File: src/rtl/alu_sched_pkg.sv
// Shared types for the ALU operation scheduler:
// FSM states, unit selects and FUN field layout.
package alu_sched_pkg;

  typedef enum logic [1:0] {
    S_IDLE  = 2'd0,
    S_ISSUE = 2'd1,
    S_WAIT  = 2'd2,
    S_RESP  = 2'd3
  } sched_state_t;

  localparam logic [1:0] UNIT_ARITH = 2'b00;
  localparam logic [1:0] UNIT_LOGIC = 2'b01;
  localparam logic [1:0] UNIT_CMP   = 2'b10;
  localparam logic [1:0] UNIT_SHIFT = 2'b11;

  typedef struct packed {
    logic [1:0] unit;
    logic [1:0] sub;
  } fun_t;

  // bit 0 arith, 1 logic, 2 cmp, 3 shift
  function automatic logic [3:0] unit_onehot(
    input logic [1:0] unit
  );
    logic [3:0] oh;
    oh = '0;
    unique case (unit)
      UNIT_ARITH: oh[0] = 1'b1;
      UNIT_LOGIC: oh[1] = 1'b1;
      UNIT_CMP:   oh[2] = 1'b1;
      UNIT_SHIFT: oh[3] = 1'b1;
    endcase
    return oh;
  endfunction

endpackage

File: src/rtl/alu_rr_arb2.sv
// Two-input round-robin arbiter; the pointer
// moves to the other requester on each accept.
module alu_rr_arb2 (
  input  logic       clk,
  input  logic       rst_n,
  input  logic [1:0] req,
  input  logic       accept,
  output logic [1:0] gnt,
  output logic       gnt_id
);

  logic ptr_q;

  // a lone request wins outright; ties go to ptr
  always_comb begin
    gnt_id = 1'b0;
    unique case (req)
      2'b10:   gnt_id = 1'b1;
      2'b11:   gnt_id = ptr_q;
      default: gnt_id = 1'b0;
    endcase
    gnt = '0;
    if (req != 2'b00) begin
      gnt = gnt_id ? 2'b10 : 2'b01;
    end
  end

  // hand priority to the loser after a grant
  always_ff @(posedge clk or negedge rst_n) begin
    if (!rst_n) begin
      ptr_q <= 1'b0;
    end else if (accept) begin
      ptr_q <= ~gnt_id;
    end
  end

endmodule

File: src/rtl/alu_op_scheduler.sv
// Shares the ALU units between two requesters:
// arbitrate, pulse one enable, await flag, respond.
module alu_op_scheduler #(
  parameter int A_width     = 16,
  parameter int B_width     = 16,
  parameter int OUT_width   = 16,
  parameter int TIMEOUT_CYC = 8
) (
  input  logic                 CLK_SCH,
  input  logic                 RST_SCH,
  input  logic                 REQ0_VALID,
  input  logic [A_width-1:0]   REQ0_A,
  input  logic [B_width-1:0]   REQ0_B,
  input  logic [3:0]           REQ0_FUN,
  output logic                 REQ0_READY,
  input  logic                 REQ1_VALID,
  input  logic [A_width-1:0]   REQ1_A,
  input  logic [B_width-1:0]   REQ1_B,
  input  logic [3:0]           REQ1_FUN,
  output logic                 REQ1_READY,
  output logic [A_width-1:0]   A_OUT,
  output logic [B_width-1:0]   B_OUT,
  output logic [1:0]           ALU_FUN_OUT,
  output logic                 ARITH_EN,
  output logic                 LOGIC_EN,
  output logic                 CMP_EN,
  output logic                 SHIFT_EN,
  input  logic [OUT_width-1:0] ALU_RESULT,
  input  logic                 ALU_FLAG,
  output logic                 RESP_VALID,
  input  logic                 RESP_READY,
  output logic                 RESP_ID,
  output logic [OUT_width-1:0] RESP_DATA,
  output logic                 RESP_ERR
);

  import alu_sched_pkg::*;

  localparam int CNT_W = $clog2(TIMEOUT_CYC);
  localparam logic [CNT_W-1:0] CNT_LAST =
    CNT_W'(TIMEOUT_CYC - 1);

  sched_state_t state_q;
  sched_state_t state_d;

  logic [1:0]         req;
  logic [1:0]         gnt;
  logic               gnt_id;
  logic               idle;
  logic               hs;
  logic               timeout;
  logic [A_width-1:0] sel_a;
  logic [B_width-1:0] sel_b;
  fun_t               sel_fun;
  logic [3:0]         en_q;
  logic               id_q;
  logic [CNT_W-1:0]   cnt_q;

  assign req  = {REQ1_VALID, REQ0_VALID};
  assign idle = (state_q == S_IDLE);
  assign hs   = idle & (|gnt);

  assign REQ0_READY = RST_SCH & idle & gnt[0];
  assign REQ1_READY = RST_SCH & idle & gnt[1];

  assign sel_a   = gnt_id ? REQ1_A : REQ0_A;
  assign sel_b   = gnt_id ? REQ1_B : REQ0_B;
  assign sel_fun = gnt_id ? fun_t'(REQ1_FUN)
                          : fun_t'(REQ0_FUN);

  assign timeout = (cnt_q == CNT_LAST);

  assign ARITH_EN = en_q[0];
  assign LOGIC_EN = en_q[1];
  assign CMP_EN   = en_q[2];
  assign SHIFT_EN = en_q[3];

  alu_rr_arb2 u_arb (
    .clk    (CLK_SCH),
    .rst_n  (RST_SCH),
    .req    (req),
    .accept (hs),
    .gnt    (gnt),
    .gnt_id (gnt_id)
  );

  // state register
  always_ff @(posedge CLK_SCH or negedge RST_SCH) begin
    if (!RST_SCH) begin
      state_q <= S_IDLE;
    end else begin
      state_q <= state_d;
    end
  end

  // next state; a flag in the timeout cycle still ends WAIT
  always_comb begin
    state_d = state_q;
    unique case (state_q)
      S_IDLE:  if (hs) state_d = S_ISSUE;
      S_ISSUE: state_d = S_WAIT;
      S_WAIT: begin
        if (ALU_FLAG || timeout) state_d = S_RESP;
      end
      S_RESP:  if (RESP_READY) state_d = S_IDLE;
      default: state_d = S_IDLE;
    endcase
  end

  // operand latch, enable pulse, timeout and response
  always_ff @(posedge CLK_SCH or negedge RST_SCH) begin
    if (!RST_SCH) begin
      A_OUT       <= '0;
      B_OUT       <= '0;
      ALU_FUN_OUT <= '0;
      en_q        <= '0;
      id_q        <= 1'b0;
      cnt_q       <= '0;
      RESP_VALID  <= 1'b0;
      RESP_ID     <= 1'b0;
      RESP_DATA   <= '0;
      RESP_ERR    <= 1'b0;
    end else begin
      unique case (state_q)
        S_IDLE: begin
          if (hs) begin
            A_OUT       <= sel_a;
            B_OUT       <= sel_b;
            ALU_FUN_OUT <= sel_fun.sub;
            en_q        <= unit_onehot(sel_fun.unit);
            id_q        <= gnt_id;
          end
        end
        S_ISSUE: begin
          en_q  <= '0;
          cnt_q <= '0;
        end
        S_WAIT: begin
          if (ALU_FLAG) begin
            RESP_VALID <= 1'b1;
            RESP_ID    <= id_q;
            RESP_DATA  <= ALU_RESULT;
            RESP_ERR   <= 1'b0;
          end else if (timeout) begin
            RESP_VALID <= 1'b1;
            RESP_ID    <= id_q;
            RESP_DATA  <= '0;
            RESP_ERR   <= 1'b1;
          end else begin
            cnt_q <= cnt_q + 1'b1;
          end
        end
        S_RESP: begin
          if (RESP_READY) RESP_VALID <= 1'b0;
        end
        default: ;
      endcase
    end
  end

endmodule

File: config.mk
export PLATFORM = sky130hd
export DESIGN_NAME = alu_op_scheduler
export DESIGN_NICKNAME = d
export VERILOG_FILES = /design/src/rtl/alu_sched_pkg.sv /design/src/rtl/alu_rr_arb2.sv /design/src/rtl/alu_op_scheduler.sv
export SDC_FILE = /design/constraint.sdc
export NUM_CORES = 1
export LEC_CHECK = 0
export ABC_AREA = 1
export ABC_CLOCK_PERIOD_IN_PS = 3690
export BUFFER_PORTS_ARGS = -buffer_cell sky130_fd_sc_hd__buf_4
export CELL_PAD_IN_SITES_DETAIL_PLACEMENT = 2
export CELL_PAD_IN_SITES_GLOBAL_PLACEMENT = 2
export CORE_MARGIN = 3
export CORE_UTILIZATION = 27
export CTS_BUF_LIST = sky130_fd_sc_hd__clkbuf_2 sky130_fd_sc_hd__clkbuf_4 sky130_fd_sc_hd__clkbuf_8
export CTS_CLUSTER_SIZE = 8
export DETAILED_ROUTE_END_ITERATION = 16
export HOLD_SLACK_MARGIN = 0.02
export PLACE_DENSITY = 0.95
export SLEW_MARGIN = 20
export SYNTH_ARGS = -nofsm -noshare
export SYNTH_HDL_FRONTEND = slang
export SYNTH_SLANG_ARGS = --single-unit
File: constraint.sdc
create_clock -name CLK_SCH -period 3.69 [get_ports CLK_SCH]
set_clock_uncertainty 0.05 [all_clocks]
set_input_delay 0.369 -clock CLK_SCH [delete_from_list [all_inputs] [get_ports CLK_SCH]]
set_output_delay 0.369 -clock CLK_SCH [all_outputs]
set_load 0.01 [all_outputs]
==> impl_summary.txt, run 1 <==
----------------------------------------------------
[Global routing]
  Wire length of the first global-routing pass ... 16.5 mm
  Met1 track demand over resource ... 20.8%
  Total GRT Usage ... 17.6%
  Overall overflow remaining after global route ... 0
  Largest net degree at the start of global routing ... 65
  GR peak layer ... met2
  Via count of the first global-routing pass ... 3346
  Number of antenna violations at the first check in global routing ... 0
  Met2 demand-to-capacity share in global routing ... 31.5%
  Met3 Track Usage GR ... 4.72%

[Worst hold path]
  Launch instance of the worst min-delay path ... REQ1_B[11]
  Worst hold path type ... primary input to flop

[STA]
  Unrepaired setup endpoints after global routing ... no
  Share of the clock period used by the worst path after layout ... 83.5%
  Number of setup violations in the final report ... 0
  Headroom to the max-slew limit ... 40.3%
  Minimum hold slack ... 193 ps
  Pins over their slew limit ... 0
  Final hold viol count ... 0
  Fmax achieved ... 325 MHz
  Setup TNS after final layout ... 0 ps
  Measured slew at the worst slew-check pin ... 896 ps
  Final critical path time including I/O delays and setup ... 3080 ps

[CTS]
  Count of cells resized by post-cts repair ... 0
  Clock buffer count from CTS ... 9
  Number of hold buffers added after cts ... 0
  Buffers from clock root to sink, at most ... 2
  Number of clock sinks ... 64
  Clock latency of the later-clocked register in the worst-skew pair ... 320 ps
  Number of levels the H-tree was split into ... 3
  Postcts setup bufs ... 0
  Clock root buffer master ... clkbuf_8
  Worst-path clk slew ... 80 ps
  CTS tree ... done

[Floorplanning]
  Count of pins on the block boundary ... 153
  Row Count ... 37
  Die ar. ... 12200 um^2
  Die outline width ... 110 um
  Core Area ... 10500 um^2
  Initial standard-cell utilization of the core ... 28.1%
  Die Height ... 110 um

[Synthesis]
  Number of synthesis warnings ... 0
  Synthesized flop and latch total ... 64
  Mean Syn Cell Area ... 8.37 um^2
  Number of standard cells after synthesis ... 351
  Most common flop cell mapped by yosys ... dfrtp_1
  Number of enable flip-flop cells after synthesis ... 0
  Yosys top cell area share ... 54.5%
  Area contributors post-synth ... dfrtp_1 55%, nand2_1 21%, nand3_1 10%, ha_1 3.0%, buf_4 1.8%
  Proportion of synthesized flip-flops having asynchronous set or reset ... 100%
  Library cell with the largest summed area after synthesis ... dfrtp_1
  Share of synthesized area occupied by flip-flops and latches ... 54.5%
  Total nets after synthesis ... 452
  Post-Syn Area ... 2940 um^2
  Synth unique cells ... 22

[Power and ir drop]
  Maximum ir drop on the vdd rail ... 0.000233 V
  Power density cells ... 788 nW/um^2
  Static leakage power ... 2.38 nW

[Run status]
  Outcome ... complete, no violations

[Cells and area]
  Count of fill cells added during filler insertion ... 1228
  FF/Latch Area ... 1600 um^2
  Post-layout instance area ... 4360 um^2
  Area Growth Syn to Fin ... 48.5%
  Net count, final ... 602
  Area of combinational cells with multiple inputs ... 1180 um^2
  Share of layout cells above drive strength 1 ... 35.6%
  Count of inserted antenna diode cells ... 0

[Setup path]
  Critical path launch point type ... flop
  Arrival time at the worst endpoint ... 2660 ps
  CP Max Fanout ... 35
  Element type at the critical path end ... output pin
  Required time of the critical path ... 3270 ps
  Origin of the critical flop-to-flop path ... state_q[0]
  Source of the critical timing path ... state_q[0]
  Type of the setup path with the least slack ... flop to output pin

[Placed design]
  Sum of net half-perimeters after detailed placement ... 8.04 mm
  Placement Cell Area ... 4160 um^2
  Gpl congestion ... 0.728
  IO buf count ... 152

[Job]
  Max_cap viols ... 0

[Drt]
  Number of iterations in the first detailed-routing pass ... 4
  Number of vias in the routed layout ... 2967
  Routed wire length ... 10.6 mm
  Avg Vias per Cell ... 4.63
  DRC violation total after the first TritonRoute iteration ... 110
  Drt wl/cell ... 16.6 um
  Post-route DRC ... 0
  Antenna-violating nets left ... 0

----------------------------------------------------
[through the flow]
stage / utilization [%] / power (W) / worst slack [ps] / std cells
finish: 41.7 / 0.00344 / 610 / 641
global route: 41.7 / 0.00375 / 317 / 641
CTS: 41.4 / 0.00348 / 525 / 640
detailed placement: 39.8 / 0.00290 / 906 / 625
global placement: 39.8 / 0.00277 / 1050 / 625
floorplan: - / 0.00208 / 1910 / 351
[worst paths after layout]
check,cells past startpoint,end,slack [ps]
hold / removal,3,B_OUT[11],190
setup / recovery,8,REQ0_READY,610
min in group asynchronous,2,RESP_DATA[5],220
setup reg to reg,7,A_OUT[13],1290
hold reg to reg,2,RESP_DATA[0],430
max in group asynchronous,2,u_arb.ptr_q,2830
[logic make-up (layout without fill, tap and decap cells)]
kind of cell    count (synthesis)  count (layout)  synth area share [%]
fa+ha+maj                       7               7                  2.98
flops                          64              64                  54.5
buf+inv                        29             183                  5.58
compound gates                 10              10                  2.00
simple gates                  241             241                  34.9
[cell type report]
cell class / count / area share, %
Clock buffer: 12 / 3.64
Clock inverter: 3 / 0.401
Timing Repair Buffer: 155 / 27.1
Sequential cell: 64 / 36.7
Tap cell: 136 / 3.90
Inverter: 13 / 1.18
Multi-Input combinational cell: 258 / 27.0
[state kept, by name (all words and copies together) (netlist names)]
signal / flops
RESP_VALID: 1
B_OUT: 16
en_q: 4
cnt_q: 3
RESP_DATA: 16
RESP_ERR: 1
state_q: 2
A_OUT: 16
RESP_ID: 1
id_q: 1
ALU_FUN_OUT: 2
u_arb.ptr_q: 1
[cell usage in the layout, fill, tap and decap left out, drive strengths merged]
cell        n
inv        13
ha          7
buf       155
nand3      60
clkinv      2
o21a        1
clkbuf     12
dfrtp      64
clkinvlp    1
nand2     172
or2         1
o21ai       8
o211ai      1
nand3b      1
nor2        7
[report_power, final]
group          leakage (nW)  switching (W)  internal, W
registers             0.798       0.000216      0.00104
logic                  1.49       0.000895     0.000733
clock network        0.0917       0.000274     0.000283
total                  2.38        0.00139      0.00205
[Yosys cell counts, types with 3 or more instances]
master    number
nand2_1      168
dfrtp_1       64
nand3_1       60
inv_1         11
buf_4          7
ha_1           7
o21ai_0        6
nor2_1         5
nand2_4        4
buf_2          3
buf_6          3
clkbuf_1       3
[critical path, cell delays in order, from the launching register on]
cell and delay (ps):
dfrtp_1 430, inv_1 130, ha_1 320, o21ai_4 230
buf_16 230, nor2_4 640, inv_2 70, nor2_1 130
buf_4 140
[routing by layer]
| layer | up-vias | share of wire, % |
|---|---|---|
| met3 | 9 | 6.9 |
| met5 | - | 0 |
| met1 | 1455 | 40 |
| met4 | 0 | 1.0 |
| li1 | 1409 | - |
| met2 | 94 | 52 |
Power figures use the tool's default switching activity.
==> run 2: changes to the inputs <==
--- a/config.mk
+++ b/config.mk
@@ -6,17 +6,17 @@
 export NUM_CORES = 1
 export LEC_CHECK = 0
 export ABC_AREA = 1
-export ABC_CLOCK_PERIOD_IN_PS = 3690
+export ABC_CLOCK_PERIOD_IN_PS = 2800
 export BUFFER_PORTS_ARGS = -buffer_cell sky130_fd_sc_hd__buf_4
 export CELL_PAD_IN_SITES_DETAIL_PLACEMENT = 2
 export CELL_PAD_IN_SITES_GLOBAL_PLACEMENT = 2
 export CORE_MARGIN = 3
-export CORE_UTILIZATION = 27
+export CORE_UTILIZATION = 22
 export CTS_BUF_LIST = sky130_fd_sc_hd__clkbuf_2 sky130_fd_sc_hd__clkbuf_4 sky130_fd_sc_hd__clkbuf_8
 export CTS_CLUSTER_SIZE = 8
 export DETAILED_ROUTE_END_ITERATION = 16
 export HOLD_SLACK_MARGIN = 0.02
-export PLACE_DENSITY = 0.95
+export PLACE_DENSITY = 0.84
 export SLEW_MARGIN = 20
 export SYNTH_ARGS = -nofsm -noshare
 export SYNTH_HDL_FRONTEND = slang
==> constraint.sdc (replaced) <==
create_clock -name CLK_SCH -period 2.8 [get_ports CLK_SCH]
set_clock_uncertainty 0.05 [all_clocks]
set_input_delay 0.28 -clock CLK_SCH [delete_from_list [all_inputs] [get_ports CLK_SCH]]
set_output_delay 0.28 -clock CLK_SCH [all_outputs]
set_load 0.01 [all_outputs]
==> run 2 against run 1 <==
Compared with the run above:
- core utilization shrank 7.3 points
- combinational power is 29% higher
- first-iteration DRC count is 21% lower
- largest cell class unchanged
- wire length grew 1.9%
- worst hold slack got worse by 100 ps
- global-route usage decreased by 2.4 points
- die area increased by 21%
- largest power group unchanged
==> impl_summary.txt, run 2 (synthesized netlist as in run 1, its figures left out) <==
----------------------------------------------------
[Run status]
  Outcome ... complete, no violations

[Floorplanning]
  Die ar. ... 14800 um^2
  Row Count ... 41
  Die outline width ... 122 um
  Initial standard-cell utilization of the core ... 22.9%
  Core Area ... 12800 um^2
  Die Height ... 122 um
  Count of pins on the block boundary ... 153

[Drt]
  Post-route DRC ... 0
  DRC violation total after the first TritonRoute iteration ... 87
  Number of vias in the routed layout ... 3016
  Drt wl/cell ... 15.9 um
  Antenna-violating nets left ... 0
  Routed wire length ... 10.8 mm
  Avg Vias per Cell ... 4.43
  Number of iterations in the first detailed-routing pass ... 4

[STA]
  Unrepaired setup endpoints after global routing ... no
  Share of the clock period used by the worst path after layout ... 80.4%
  Measured slew at the worst slew-check pin ... 493 ps
  Setup TNS after final layout ... 0 ps
  Fmax achieved ... 444 MHz
  Headroom to the max-slew limit ... 67.2%
  Final hold viol count ... 0
  Number of setup violations in the final report ... 0
  Final critical path time including I/O delays and setup ... 2250 ps
  Pins over their slew limit ... 0

[Power and ir drop]
  Static leakage power ... 2.38 nW
  Maximum ir drop on the vdd rail ... 0.000288 V
  Power density cells ... 1020 nW/um^2

[CTS]
  Clock latency of the later-clocked register in the worst-skew pair ... 340 ps
  Number of levels the H-tree was split into ... 3
  Clock root buffer master ... clkbuf_8
  Worst-path clk slew ... 80 ps
  Buffers from clock root to sink, at most ... 2
  Number of clock sinks ... 64
  Clock buffer count from CTS ... 9
  CTS tree ... done
  Count of cells resized by post-cts repair ... 0

[Global routing]
  Via count of the first global-routing pass ... 3554
  Overall overflow remaining after global route ... 0
  Largest net degree at the start of global routing ... 39
  Wire length of the first global-routing pass ... 17.9 mm
  Total GRT Usage ... 15.2%
  Number of antenna violations at the first check in global routing ... 0

[Setup path]
  Crit path cell chain ... inv_1, ha_1, o21ai_4, nor2_4, inv_2, nor2_1, buf_4
  Critical path launch point type ... flop
  Arrival time at the worst endpoint ... 1920 ps
  Type of the setup path with the least slack ... flop to output pin
  Largest stage delay on the critical path ... 420 ps
  Required time of the critical path ... 2470 ps
  CP Max Fanout ... 13
  Element type at the critical path end ... output pin
  Cell at the slowest stage of the critical path ... dfrtp_1

[Cells and area]
  Count of inserted antenna diode cells ... 0
  Leading cell types in the layout, fill and taps excluded ... 168 x nand2_1, 157 x buf_4, 64 x dfrtp_1
  Net count, final ... 605
  Final non-filler cell total ... 681
  Area Growth Syn to Fin ... 50.3%
  Most common cell after layout, fill and taps aside ... nand2_1
  Share of layout cells above drive strength 1 ... 36.0%
  Registers with the most flip-flops ... A_OUT: 16 flops, B_OUT: 16 flops, RESP_DATA: 16 flops

[Placed design]
  Placed instance count ... 664
  IO buf count ... 152
  Sum of net half-perimeters after detailed placement ... 8.35 mm
  Gpl congestion ... 0.730

[Worst hold path]
  Worst hold path type ... primary input to flop

[Job]
  Max_cap viols ... 0

----------------------------------------------------
run 2: layout make-up:
class / instances / area, um^2
Clock inverter: 5 / 32.5
Timing Repair Buffer: 158 / 1190
Sequential cell: 64 / 1600
Multi-Input combinational cell: 258 / 1180
Fill cell: 1479 / 8410
Tap cell: 172 / 215
Inverter: 13 / 51.3
Clock buffer: 11 / 145
run 2: final timing paths:
path	slack, ps	end	depth (start not counted)	start
min in group asynchronous	380	en_q[2]	2	RST_SCH
max in group asynchronous	1490	RESP_DATA[4]	3	RST_SCH
setup reg to reg	860	B_OUT[1]	7	state_q[0]
hold reg to reg	430	RESP_DATA[15]	2	RESP_DATA[15]
setup / recovery	550	REQ0_READY	7	state_q[0]
hold / removal	90	A_OUT[7]	3	REQ1_A[7]
run 2: power breakdown:
| part | total [W] | switching, W | internal (W) |
|---|---|---|---|
| Combinational | 0.00210 | 0.00115 | 0.000949 |
| Clock | 0.000729 | 0.000377 | 0.000352 |
| Sequential | 0.00166 | 0.000290 | 0.00137 |
| Total | 0.00448 | 0.00182 | 0.00267 |
run 2: routing by layer:
layer  GRT usage, %  routed length [um]
met4           5.25                 163
met1           17.5                4460
met3           4.22                 760
met2           27.2                5440
met5              0                   0
run 2: worst max-delay path: cells and delay by family (launching register included):
kind / cells / cell delay, ps
flops: 1 / 420
simple gates: 2 / 420
buf+inv: 3 / 320
fa+ha+maj: 1 / 320
compound gates: 1 / 110
run 2: metrics by stage:
stage	setup slack [ps]	utilization, %	power (W)	area, um^2	hold slack, ps
floorplan	1110	-	0.00274	2940	-65.6
global placement	934	33.0	0.00369	4230	193
detailed placement	797	33.0	0.00384	4230	199
CTS	464	34.4	0.00461	4410	62.3
global route	345	34.4	0.00490	4410	78.7
finish	549	34.4	0.00448	4410	90.2
run 2: what timing repair did:
action | CTS | global route
setup buffers | 0 | 0
hold buffers | 1 | 0
endpoints found under the hold margin | 26 | 0
